===== src/rtl/get_code.sv =====
// rtl/get_code.sv - keypad code-entry controller: debounced multi-digit capture with timeout abort
// Collects DIGITS key presses into a packed code word and holds it until acknowledged.
module get_code #(
  parameter int DIGITS   = 2,
  parameter int KEY_W    = 4,
  parameter int DEBOUNCE = 4,
  parameter int TIMEOUT  = 1000
) (
  input  logic                           clk,
  input  logic                           rst,
  input  logic                           apt,
  input  logic [KEY_W-1:0]               key_code,
  input  logic                           clear,
  input  logic                           ack,
  output logic [DIGITS*KEY_W-1:0]        code_out,
  output logic                           code_valid,
  output logic [$clog2(DIGITS+1)-1:0]    digit_cnt,
  output logic                           timeout,
  output logic [1:0]                     state_now
);

  localparam int CW    = DIGITS * KEY_W;
  localparam int CNT_W = $clog2(DIGITS + 1);
  localparam int DEB_W = $clog2(DEBOUNCE + 1);
  localparam int TMR_W = $clog2(TIMEOUT + 1);

  typedef enum logic [1:0] {
    S_IDLE = 2'b00,
    S_DEB  = 2'b01,
    S_REL  = 2'b10,
    S_DONE = 2'b11
  } state_t;

  state_t             r_state;
  logic [DEB_W-1:0]   r_deb;
  logic [TMR_W-1:0]   r_tmr;
  logic [CW-1:0]      r_code;
  logic [CNT_W-1:0]   r_cnt;
  logic               r_valid;
  logic               r_timeout;

  state_t             w_state_nxt;
  logic [DEB_W-1:0]   w_deb_nxt;
  logic [TMR_W-1:0]   w_tmr_nxt;
  logic [CW-1:0]      w_code_nxt;
  logic [CNT_W-1:0]   w_cnt_nxt;
  logic               w_valid_nxt;
  logic               w_timeout_nxt;
  logic               w_qual;
  logic               w_to_hit;
  logic [CW-1:0]      w_key_ext;

  // A partial entry is one with at least one digit that has not yet completed.
  assign w_qual    = (r_cnt != '0) && (r_state != S_DONE);
  assign w_to_hit  = w_qual && (r_tmr == TMR_W'(TIMEOUT - 1));
  assign w_key_ext = CW'(key_code);

  always_comb begin
    w_state_nxt   = r_state;
    w_deb_nxt     = r_deb;
    w_tmr_nxt     = w_qual ? (r_tmr + TMR_W'(1)) : '0;
    w_code_nxt    = r_code;
    w_cnt_nxt     = r_cnt;
    w_valid_nxt   = r_valid;
    w_timeout_nxt = 1'b0;

    if (clear || w_to_hit) begin
      // A key still held across the abort must be released before it can count.
      w_state_nxt   = apt ? S_REL : S_IDLE;
      w_deb_nxt     = '0;
      w_tmr_nxt     = '0;
      w_code_nxt    = '0;
      w_cnt_nxt     = '0;
      w_valid_nxt   = 1'b0;
      w_timeout_nxt = !clear;
    end else begin
      case (r_state)
        S_IDLE: begin
          if (apt) begin
            w_state_nxt = S_DEB;
            w_deb_nxt   = '0;
          end
        end
        S_DEB: begin
          if (!apt) begin
            w_state_nxt = S_IDLE;
            w_deb_nxt   = '0;
          end else if (r_deb == DEB_W'(DEBOUNCE - 1)) begin
            w_code_nxt  = (r_code << KEY_W) | w_key_ext;
            w_cnt_nxt   = r_cnt + CNT_W'(1);
            w_tmr_nxt   = '0;
            w_deb_nxt   = '0;
            w_state_nxt = S_REL;
          end else begin
            w_deb_nxt = r_deb + DEB_W'(1);
          end
        end
        S_REL: begin
          if (!apt) begin
            if (r_cnt == CNT_W'(DIGITS)) begin
              w_state_nxt = S_DONE;
              w_valid_nxt = 1'b1;
            end else begin
              w_state_nxt = S_IDLE;
            end
          end
        end
        S_DONE: begin
          if (ack) begin
            w_state_nxt = S_IDLE;
            w_valid_nxt = 1'b0;
            w_cnt_nxt   = '0;
            w_code_nxt  = '0;
          end
        end
        default: w_state_nxt = S_IDLE;
      endcase
    end
  end

  always_ff @(posedge clk) begin
    if (!rst) begin
      r_state   <= S_IDLE;
      r_deb     <= '0;
      r_tmr     <= '0;
      r_code    <= '0;
      r_cnt     <= '0;
      r_valid   <= 1'b0;
      r_timeout <= 1'b0;
    end else begin
      r_state   <= w_state_nxt;
      r_deb     <= w_deb_nxt;
      r_tmr     <= w_tmr_nxt;
      r_code    <= w_code_nxt;
      r_cnt     <= w_cnt_nxt;
      r_valid   <= w_valid_nxt;
      r_timeout <= w_timeout_nxt;
    end
  end

  assign code_out   = r_code;
  assign code_valid = r_valid;
  assign digit_cnt  = r_cnt;
  assign timeout    = r_timeout;
  assign state_now  = r_state;

endmodule


===== config.mk =====
export PLATFORM = sky130hd
export DESIGN_NAME = get_code
export DESIGN_NICKNAME = d
export VERILOG_FILES = /design/src/rtl/get_code.sv
export SDC_FILE = /design/constraint.sdc
export NUM_CORES = 1
export LEC_CHECK = 0
export BUFFER_PORTS_ARGS = -buffer_cell sky130_fd_sc_hd__buf_4
export CAP_MARGIN = 20
export CORE_UTILIZATION = 50
export DETAILED_ROUTE_END_ITERATION = 8
export GPL_TIMING_DRIVEN = 0
export PLACE_DENSITY = 0.76
export SETUP_SLACK_MARGIN = 0.02
export SYNTH_ARGS = -nofsm -noshare
export SYNTH_HDL_FRONTEND = slang
export SYNTH_SLANG_ARGS = --single-unit

===== constraint.sdc =====
create_clock -name clk -period 1.6 [get_ports clk]
set_input_delay 0.24 -clock clk [delete_from_list [all_inputs] [get_ports clk]]
set_output_delay 0.24 -clock clk [all_outputs]
set_load 0.1 [all_outputs]

* Yosys cells after proc, flatten, opt, wreduce, memory -nomap -nowiden *
Cells that the tools add are included.

operators by class
  bitwise operators = 2
  equal/unequal tests = 17
  reduce and logical (&&, ||, !) cells = 15
  multiplexer cells = 28
  add/sub/neg operators = 3

operator list
  kind                                           number
  2-to-1 mux 10 bit                              4
  2-to-1 mux 8 bit                               3
  2-to-1 mux 2 bit                               10
  case mux 8 bit (2 select lines)                1
  != test 2 bit, second input constant           7
  AND reduction 4 bit                            3
  adder 10 x 1 -> 10 bit, second input constant  1
  == test 10 bit, second input constant          1
  2-to-1 mux 3 bit                               3
  != test 3 bit, second input constant           3
  bitwise OR 8 x 4 -> 8 bit                      1
  case mux 2 bit (4 select lines)                1
  nonzero test 2 bit                             4
  == test 2 bit, second input constant           3
  case mux 3 bit (2 select lines)                1
  != test 4 bit, second input constant           1
  case mux 2 bit (2 select lines)                1
  AND reduction 2 bit                            2
  adder 3 x 1 -> 3 bit, second input constant    1
  == test 3 x 2 -> 1 bit, second input constant  1
  2-to-1 mux 1 bit                               3
  adder 2 x 1 -> 2 bit, second input constant    1
  == test 2 x 1 -> 1 bit, second input constant  1
  logical AND 1 bit                              2
  6 further kinds                                6

word-level totals
  input port bits = 9
  register bits = 27
  logic and storage cells = 72
  output and inout port bits = 14

* Logic depth before layout (Yosys ltp) *
Gate-level depths: netlist (run 1).

  depth in word-level cells = 6
  mapped depth = 7
  mapped depth without buffers = 6

* Least setup slack after synthesis (run 1) *
OpenSTA, ideal clock, no wires.

  path kind = register to register
  from = reg r_cnt[0] (netlist: digit_cnt[0])
  to = reg r_cnt[0] (netlist: digit_cnt[0])
  buffers on the path = 1
  setup time = 0.118 ns
  period minus slack after synthesis = 2.294 ns
  data arrival time = 2.175 ns
  cell stages (with the launch flop) = 8
  path slack = -0.694 ns
  required time = 1.482 ns
  cells stage by stage = dfxtp_1 > inv_1 > ha_1 > nor4b_4 > nand4_2 > nand2_2 > buf_6 > nor2_1

between the ends
  longest elaborated chain between the ends = 5
  elaborated cells between the ends (all ways) = 9
  classes of those cells = add/sub (1); mux (3); reduce/logical (5)

ends and longest elaborated chain
  what                                                          line  text
  start, declared                                               38    logic [CNT_W-1:0] r_cnt;
  start signal, assigned                                        135   r_cnt <= w_cnt_nxt;
  branches (longest 5 deep; another with adder 2 x 1 -> 2 bit)  --

Several ways; the timed one is not identified. The select of a mux whose other input is x is not followed.
A chain may end at the register's enable or synchronous reset.

* Worst setup path in the final report (run 1) *
  from = reg r_cnt[0] (netlist: digit_cnt[0])
  to = reg r_state[1] (netlist: state_now[1])

between the ends
  longest elaborated chain between the ends = 6
  elaborated cells between the ends (all ways) = 14
  classes of those cells = eq/ne (5); mux (4); reduce/logical (5)

ends and longest elaborated chain
  what                                                                     line  text
  branches (longest 6 deep; another with case mux 2 bit (4 select lines))  --
  end signal, assigned                                                     131   r_state <= w_state_nxt;
  end, declared                                                            34    state_t r_state;

Several ways; the timed one is not identified. The select of a mux whose other input is x is not followed.

==> metrics, run 1 <==
# DRC=0; register share of total power=62.4%; worst-case clock skew=0.00317 ns; Ports=23; Final ANT Viol Nets=0; vias per std cell=5.20; final core occ=67.7%; Power Internal=810 uW; total CTS buffers=3; Overall Power=1090 uW; Yosys Warn Count=0; H-tree depth=1; Multi-input gate area=678 sq um; first-pass GRT wire length=4.00 mm; die width=52.0 um; clk sinks=27; Layout Area Growth over Synthesis=23.4%; clock power share=27.8%; RSZ-0062 raised after global routing=true; post-synthesis register bit count=27; TritonRoute pass-1 iters=4; vias in the first global route=937; IO Port Bufs=22; Post-Layout Cell Count=197; # Max-Cap Violations=0; combinational power share=9.9%; CP endpoint kind=flop; nets=183; WP data required=1.86 ns; Min-Delay Path Class=primary input to flop; Slew HR=71.6%; clock-pin slew on the worst setup and hold paths=0.15 ns; Max FO, Critical Path=4; root buffer cell=clkbuf_4; All-Layer GR Usage=19.9%; worst vdd ir=602 uV; outcome=finished, final reports clean; post-synth design cell area=1250 sq um; Sw Share=25.8%; fin crit period=1.48 ns; CP arrival=1.74 ns; Fin. Hold Viols=0; Pwr Density=708 nW/um^2; initial antenna violation count=0; number of hold buffers added after CTS=0; register area share after synthesis=43.3%; pin count of the biggest net entering global routing=17; core area=2280 sq um; P_leak=0.000560 uW; RD Place Congestion=0.835; via count=1024; Mapped Nets=154; final worst path period share=92.7%; worst-margin pin slew=0.425 ns; cell count after synthesis=141; chip height=52.0 um; Seq. cell area=551 sq um; Max Clock Freq=674 MHz; syn avg cell area=8.86 sq um; Sw Pwr=281 uW; share of cells above drive strength 1=27.8%; total congestion overflow=0; Routed Wire Length=2.39 mm; Slew Limit Fails=0; # diodes=0; fill count=168; DP Wirelength=1.73 mm; Die ar.=2700 sq um; clock insertion delay at the later pin of the skew report=0.32 ns; critical path launch point type=flop; Rows=17; Placed Cells=191; final setup vio count=0; TritonCTS clock tree=yes; clock buffer depth=2; count of cell types in the netlist=35; Initial DRC Count=19; Initial Util=54.9%; DR WL/cell=12.1 um; critical path class=flop to flop
## state kept, by name, summed over array words and instances, names as in the netlist
register,cells
state_now,2
code_out,8
r_deb,3
r_tmr,10
timeout,1
code_valid,1
digit_cnt,2
## power groups by stage
stage | sequential (uW) | combinational (uW) | clock, uW
final | 681 | 108 | 303
after global routing | 682 | 117 | 342
after CTS | 681 | 102 | 316
after detailed placement | 695 | 101 | 0
after global placement | 695 | 99.6 | 0
after floorplan | 721 | 40.8 | 0
## cell usage in the layout, fill, tap and decap left out, types with 4 or more instances in the layout
cell type  instances
nor2_1            18
nand2_1           11
dfxtp_1           23
xnor2_1            4
xor2_1             4
a21oi_1           13
nand3_1           12
inv_1              6
buf_4             25
## final timing paths
check             cells past startpoint  slack (ns)                       from                   endpoint
setup / recovery                      6        0.12  digit_cnt[0]$_SDFFE_PP0P_  state_now[1]$_SDFFE_PN0P_
hold / removal                        3        0.16                key_code[1]   code_out[1]$_SDFFE_PP0P_
setup reg to reg                      6        0.12  digit_cnt[0]$_SDFFE_PP0P_  state_now[1]$_SDFFE_PN0P_
hold reg to reg                       2        0.46   code_out[7]$_SDFFE_PP0P_   code_out[7]$_SDFFE_PP0P_
## Yosys cell counts, drive strengths merged
cell type	count	share of area, %
a21oi	13	5.2
a22oi	1	0.60
a31oi	1	0.50
a32oi	1	0.70
and2	3	1.6
and3	1	0.50
and3b	1	0.70
and4	1	0.70
and4bb	1	1.3
buf	4	2.8
dfxtp	27	43
ha	4	4.0
inv	8	2.4
mux2i	2	1.6
nand2	13	4.3
nand2b	3	1.5
nand3	12	4.8
nand3b	3	1.8
nand4	4	2.5
nand4b	1	1.2
nor2	18	5.4
nor2b	2	1.0
nor3	2	0.80
nor4b	1	1.9
o21a	1	0.60
o21ai	4	1.9
o221ai	1	0.70
xnor2	4	2.8
xor2	4	2.8
## repair_timing
item / CTS / global route
resized for setup: 0 / 4
buffers inserted: 0 / 2
endpoints found under the hold margin: 0 / 0
setup endpoints to repair: 0 / 20
## cell families (layout without fill, tap and decap cells)
kind of cell               after synthesis  after routing  share of synthesized area [%]
DFF                                     27             27                           43.3
AOI/OAI and AO/OA                       22             22                           10.2
buffers and inverters                   12             40                           5.21
xor gates and xnor gates                 8              8                           5.61
adders and majority gates                4              4                           4.01
and+or+nand+nor                         66             66                           30.1
muxes                                    2              2                           1.60
## through the flow
stage	worst slack [ns]	hold slack [ns]	TNS [ns]	cell area, sq um
floorplan	-0.0135	0.375	-0.118	1270
global placement	0.0977	0.426	0	1470
detailed placement	0.0609	0.447	0	1470
CTS	0.0269	0.150	0	1500
global route	0.00506	0.145	0	1540
finish	0.117	0.161	0	1540
## area by class of cell
| class | instances | area share (%) |
|---|---|---|
| Multi-Input combinational cell | 102 | 44.0 |
| Sequential cell | 27 | 35.7 |
| Timing Repair Buffer | 24 | 11.7 |
| Buffer | 4 | 2.27 |
| Tap cell | 28 | 2.27 |
| Inverter | 8 | 2.11 |
| Clock buffer | 3 | 1.46 |
| Clock inverter | 1 | 0.487 |
## per-layer routing
layer | part of all wire [%] | GRT usage [%] | routed length (um) | up-vias
met4 | 0.71 | 6.76 | 17 | 0
li1 | - | - | - | 541
met5 | 0 | 0 | 0 | -
met1 | 50 | 26.8 | 1190 | 457
met3 | 5.1 | 4.68 | 121 | 2
met2 | 44 | 30.8 | 1060 | 24
## critical path, cell delays in order (launching register included)
cell	delay [ns]
dfxtp_4	0.40
inv_4	0.04
ha_4	0.15
nor4b_4	0.30
nand4_4	0.19
nand2b_1	0.13
mux2i_1	0.20
(Power assumes the default switching activity.)
==> run 2, diff against run 1 <==
--- a/constraint.sdc
+++ b/constraint.sdc
@@ -3,2 +3,2 @@
 set_output_delay 0.24 -clock clk [all_outputs]
-set_load 0.1 [all_outputs]
+set_load 0.02 [all_outputs]
==> run 2 against run 1 <==
  * Clock skew is 0.0015 ns lower
  * Via count grew 4.8%
  * Design area increased by 3.4%
  * Cell count up 1.5%
  * Register-to-register slack worse by 0.06 ns
==> metrics, run 2 (same netlist as run 1, synthesis figures left out) <==
fin area=1590 sq um (+3.4%); Final ANT Viol Nets=0 (unchanged); Critical Path End=state_now[0]$_SDFFE_PN0P_; Max Clock Freq=649 MHz (-3.8%); Min-Delay Path Class=primary input to flop; most frequent cells in the layout=27 x buf_4, 25 x dfxtp_1, 17 x nor2_1; pin count of the biggest net entering global routing=17 (unchanged); reg2reg path depth=7 (+1); commonest non-fill, non-tap cell in the layout=buf_4; Power Internal=817 uW (+0.94%); outcome=finished, final reports clean; clock-pin slew on the worst setup and hold paths=0.15 ns (about the same); Routed Wire Length=2.49 mm (+4.4%); first-pass GRT wire length=4.05 mm (+1.4%); All-Layer GR Usage=20.2% (+0.33 points); combinational power share=8.6% (-1.3 points); DR WL/cell=12.5 um (+2.8%); initial antenna violation count=0 (unchanged); clock power share=28.6% (+0.8 points); RSZ-0062 raised after global routing=true; clock buffer depth=2 (unchanged); total congestion overflow=0 (unchanged); chip height=52.0 um (unchanged); max reg flops=10 (unchanged); register with the most flip-flops=r_tmr; critical path launch point type=flop; root buffer cell=clkbuf_4; R2R Setup Slk=0.06 ns (-0.06 ns); IO Port Bufs=22 (unchanged); Rows=17 (unchanged); number of hold buffers added after CTS=0 (unchanged); # DRC=0 (unchanged); Ports=23 (unchanged); critical-path cell list=inv_4 -> ha_4 -> nor4b_4 -> nand4_4 -> nand2_4 -> clkbuf_16 -> nor2_1; CP arrival=1.79 ns (+0.05 ns); Initial DRC Count=24 (+5); worst vdd ir=568 uV (-5.6%); TritonRoute pass-1 iters=4 (unchanged); P_leak=0.000585 uW (+4.5%); Setup crit start=digit_cnt[1]$_SDFFE_PP0P_; Sw Share=24.7% (-1.1 points); Initial Util=54.9% (unchanged); Fin. Hold Viols=0 (unchanged); final setup vio count=0 (unchanged); clock insertion delay at the later pin of the skew report=0.33 ns (about the same); WP data required=1.85 ns (about the same); Seq. cell area=546 sq um (-0.91%); die width=52.0 um (unchanged); # diodes=0 (unchanged); fill count=173 (+3.0%); H-tree depth=1 (unchanged); core area=2280 sq um (unchanged); TritonCTS clock tree=yes; RD Place Congestion=0.823 (-1.5%); Multi-input gate area=692 sq um (+2.0%); final worst path period share=96.4% (+3.7 points); share of cells above drive strength 1=30.2% (+2.4 points); Sw Pwr=268 uW (-4.7%); register share of total power=62.9% (+0.5 points); vias per std cell=5.37 (+3.2%); nets=186 (+1.6%); Final TNS setup=0 ns (unchanged); DP Wirelength=1.76 mm (+1.8%); Worst path slowest cell=dfxtp_4; vias in the first global route=956 (+2.0%); Post-Layout Cell Count=200 (+1.5%); post-place instance area=1450 sq um (-1.5%); critical path class=flop to flop; clk sinks=27 (unchanged); RR Endpoint=state_now[0]$_SDFFE_PN0P_; Slew Limit Fails=0 (unchanged); fin crit period=1.54 ns (+0.0588 ns); Die ar.=2700 sq um (unchanged); Slew HR=72.2% (+0.61 points); CP endpoint kind=flop; total CTS buffers=3 (unchanged); Critical R2R Launch=digit_cnt[1]$_SDFFE_PP0P_; Placed Cells=191 (unchanged); crit-path max cell delay=0.40 ns (about the same); Max FO, Critical Path=5 (+1); Pwr Density=681 nW/um^2 (-3.8%); via count=1073 (+4.8%); # Max-Cap Violations=0 (unchanged); Layout Area Growth over Synthesis=27.7%; worst-margin pin slew=0.416 ns (-0.00916 ns); worst-case clock skew=0.00168 ns (-0.00148 ns)
-- run 2: cell types whose count changed in the layout (fill, tap and decap cells not counted), moves of 2 or more --
cell,before,now
a21oi_1,13,11
a21oi_2,0,2
buf_4,25,27
dfxtp_1,23,25
-- run 2: cell type report --
| type | instances | area share [%] |
|---|---|---|
| Clock inverter | 1 | 0.471 |
| Sequential cell | 27 | 34.2 |
| Clock buffer | 3 | 1.41 |
| Inverter | 8 | 2.04 |
| Buffer | 4 | 2.43 |
| Timing Repair Buffer | 27 | 13.8 |
| Multi-Input combinational cell | 102 | 43.4 |
| Tap cell | 28 | 2.20 |
-- run 2: worst max-delay path, delay by kind of cell, from the launching register on --
family                   cells  cell delay [ns]
flip-flops                   1             0.40
buffers and inverters        2             0.19
AND/OR/NAND/NOR              4             0.70
adder cells (fa/ha/maj)      1             0.16
-- run 2: worst min-delay path by stage --
stage	start	to	slack (ns)	cells after the start
2_1_floorplan	apt	state_now[1]$_SDFFE_PN0P_	0.38	2
3_3_place_gp	r_tmr[0]$_SDFF_PP0_	r_tmr[0]$_SDFF_PP0_	0.43	1
3_5_place_dp	code_out[6]$_SDFFE_PP0P_	code_out[6]$_SDFFE_PP0P_	0.44	2
4_1_cts	key_code[0]	code_out[0]$_SDFFE_PP0P_	0.15	3
5_1_grt	key_code[0]	code_out[0]$_SDFFE_PP0P_	0.15	3
6_report	key_code[2]	code_out[2]$_SDFFE_PP0P_	0.15	3
-- run 2: routing by layer --
metal	routed length, um	global-route usage (%)	part of all wire [%]	vias up
li1	-	-	-	548
met4	34	6.76	1.4	0
met5	0	0	0	-
met3	114	4.09	4.6	5
met1	1220	26.6	49	494
met2	1130	32.7	45	26
-- run 2: what timing repair did --
action / CTS / global route
gates cloned: 0 / 1
resized for setup: 4 / 11
pin swaps: 3 / 4
setup buffers: 3 / 1
endpoints found under the setup margin: 20 / 26
-- run 2: per-stage QoR --
stage,utilization (%),power (uW),hold slack [ns],setup WS [ns]
4_1_cts,67.1,1080,0.150,0.0306
3_5_place_dp,63.8,776,0.442,-0.0747
5_1_grt,70.0,1130,0.145,0.00338
6_report,70.0,1090,0.147,0.0582
3_3_place_gp,63.8,775,0.427,-0.0477
2_1_floorplan,-,742,0.383,0.0298
-- run 2: power by group through the flow --
stage	clock (uW)	combinational (uW)	sequential (uW)
final	310	93.2	682
after global routing	342	100	684
after CTS	309	83.7	684
after detailed placement	0	78.0	698
after global placement	0	77.4	698
after floorplan	0	40.9	701
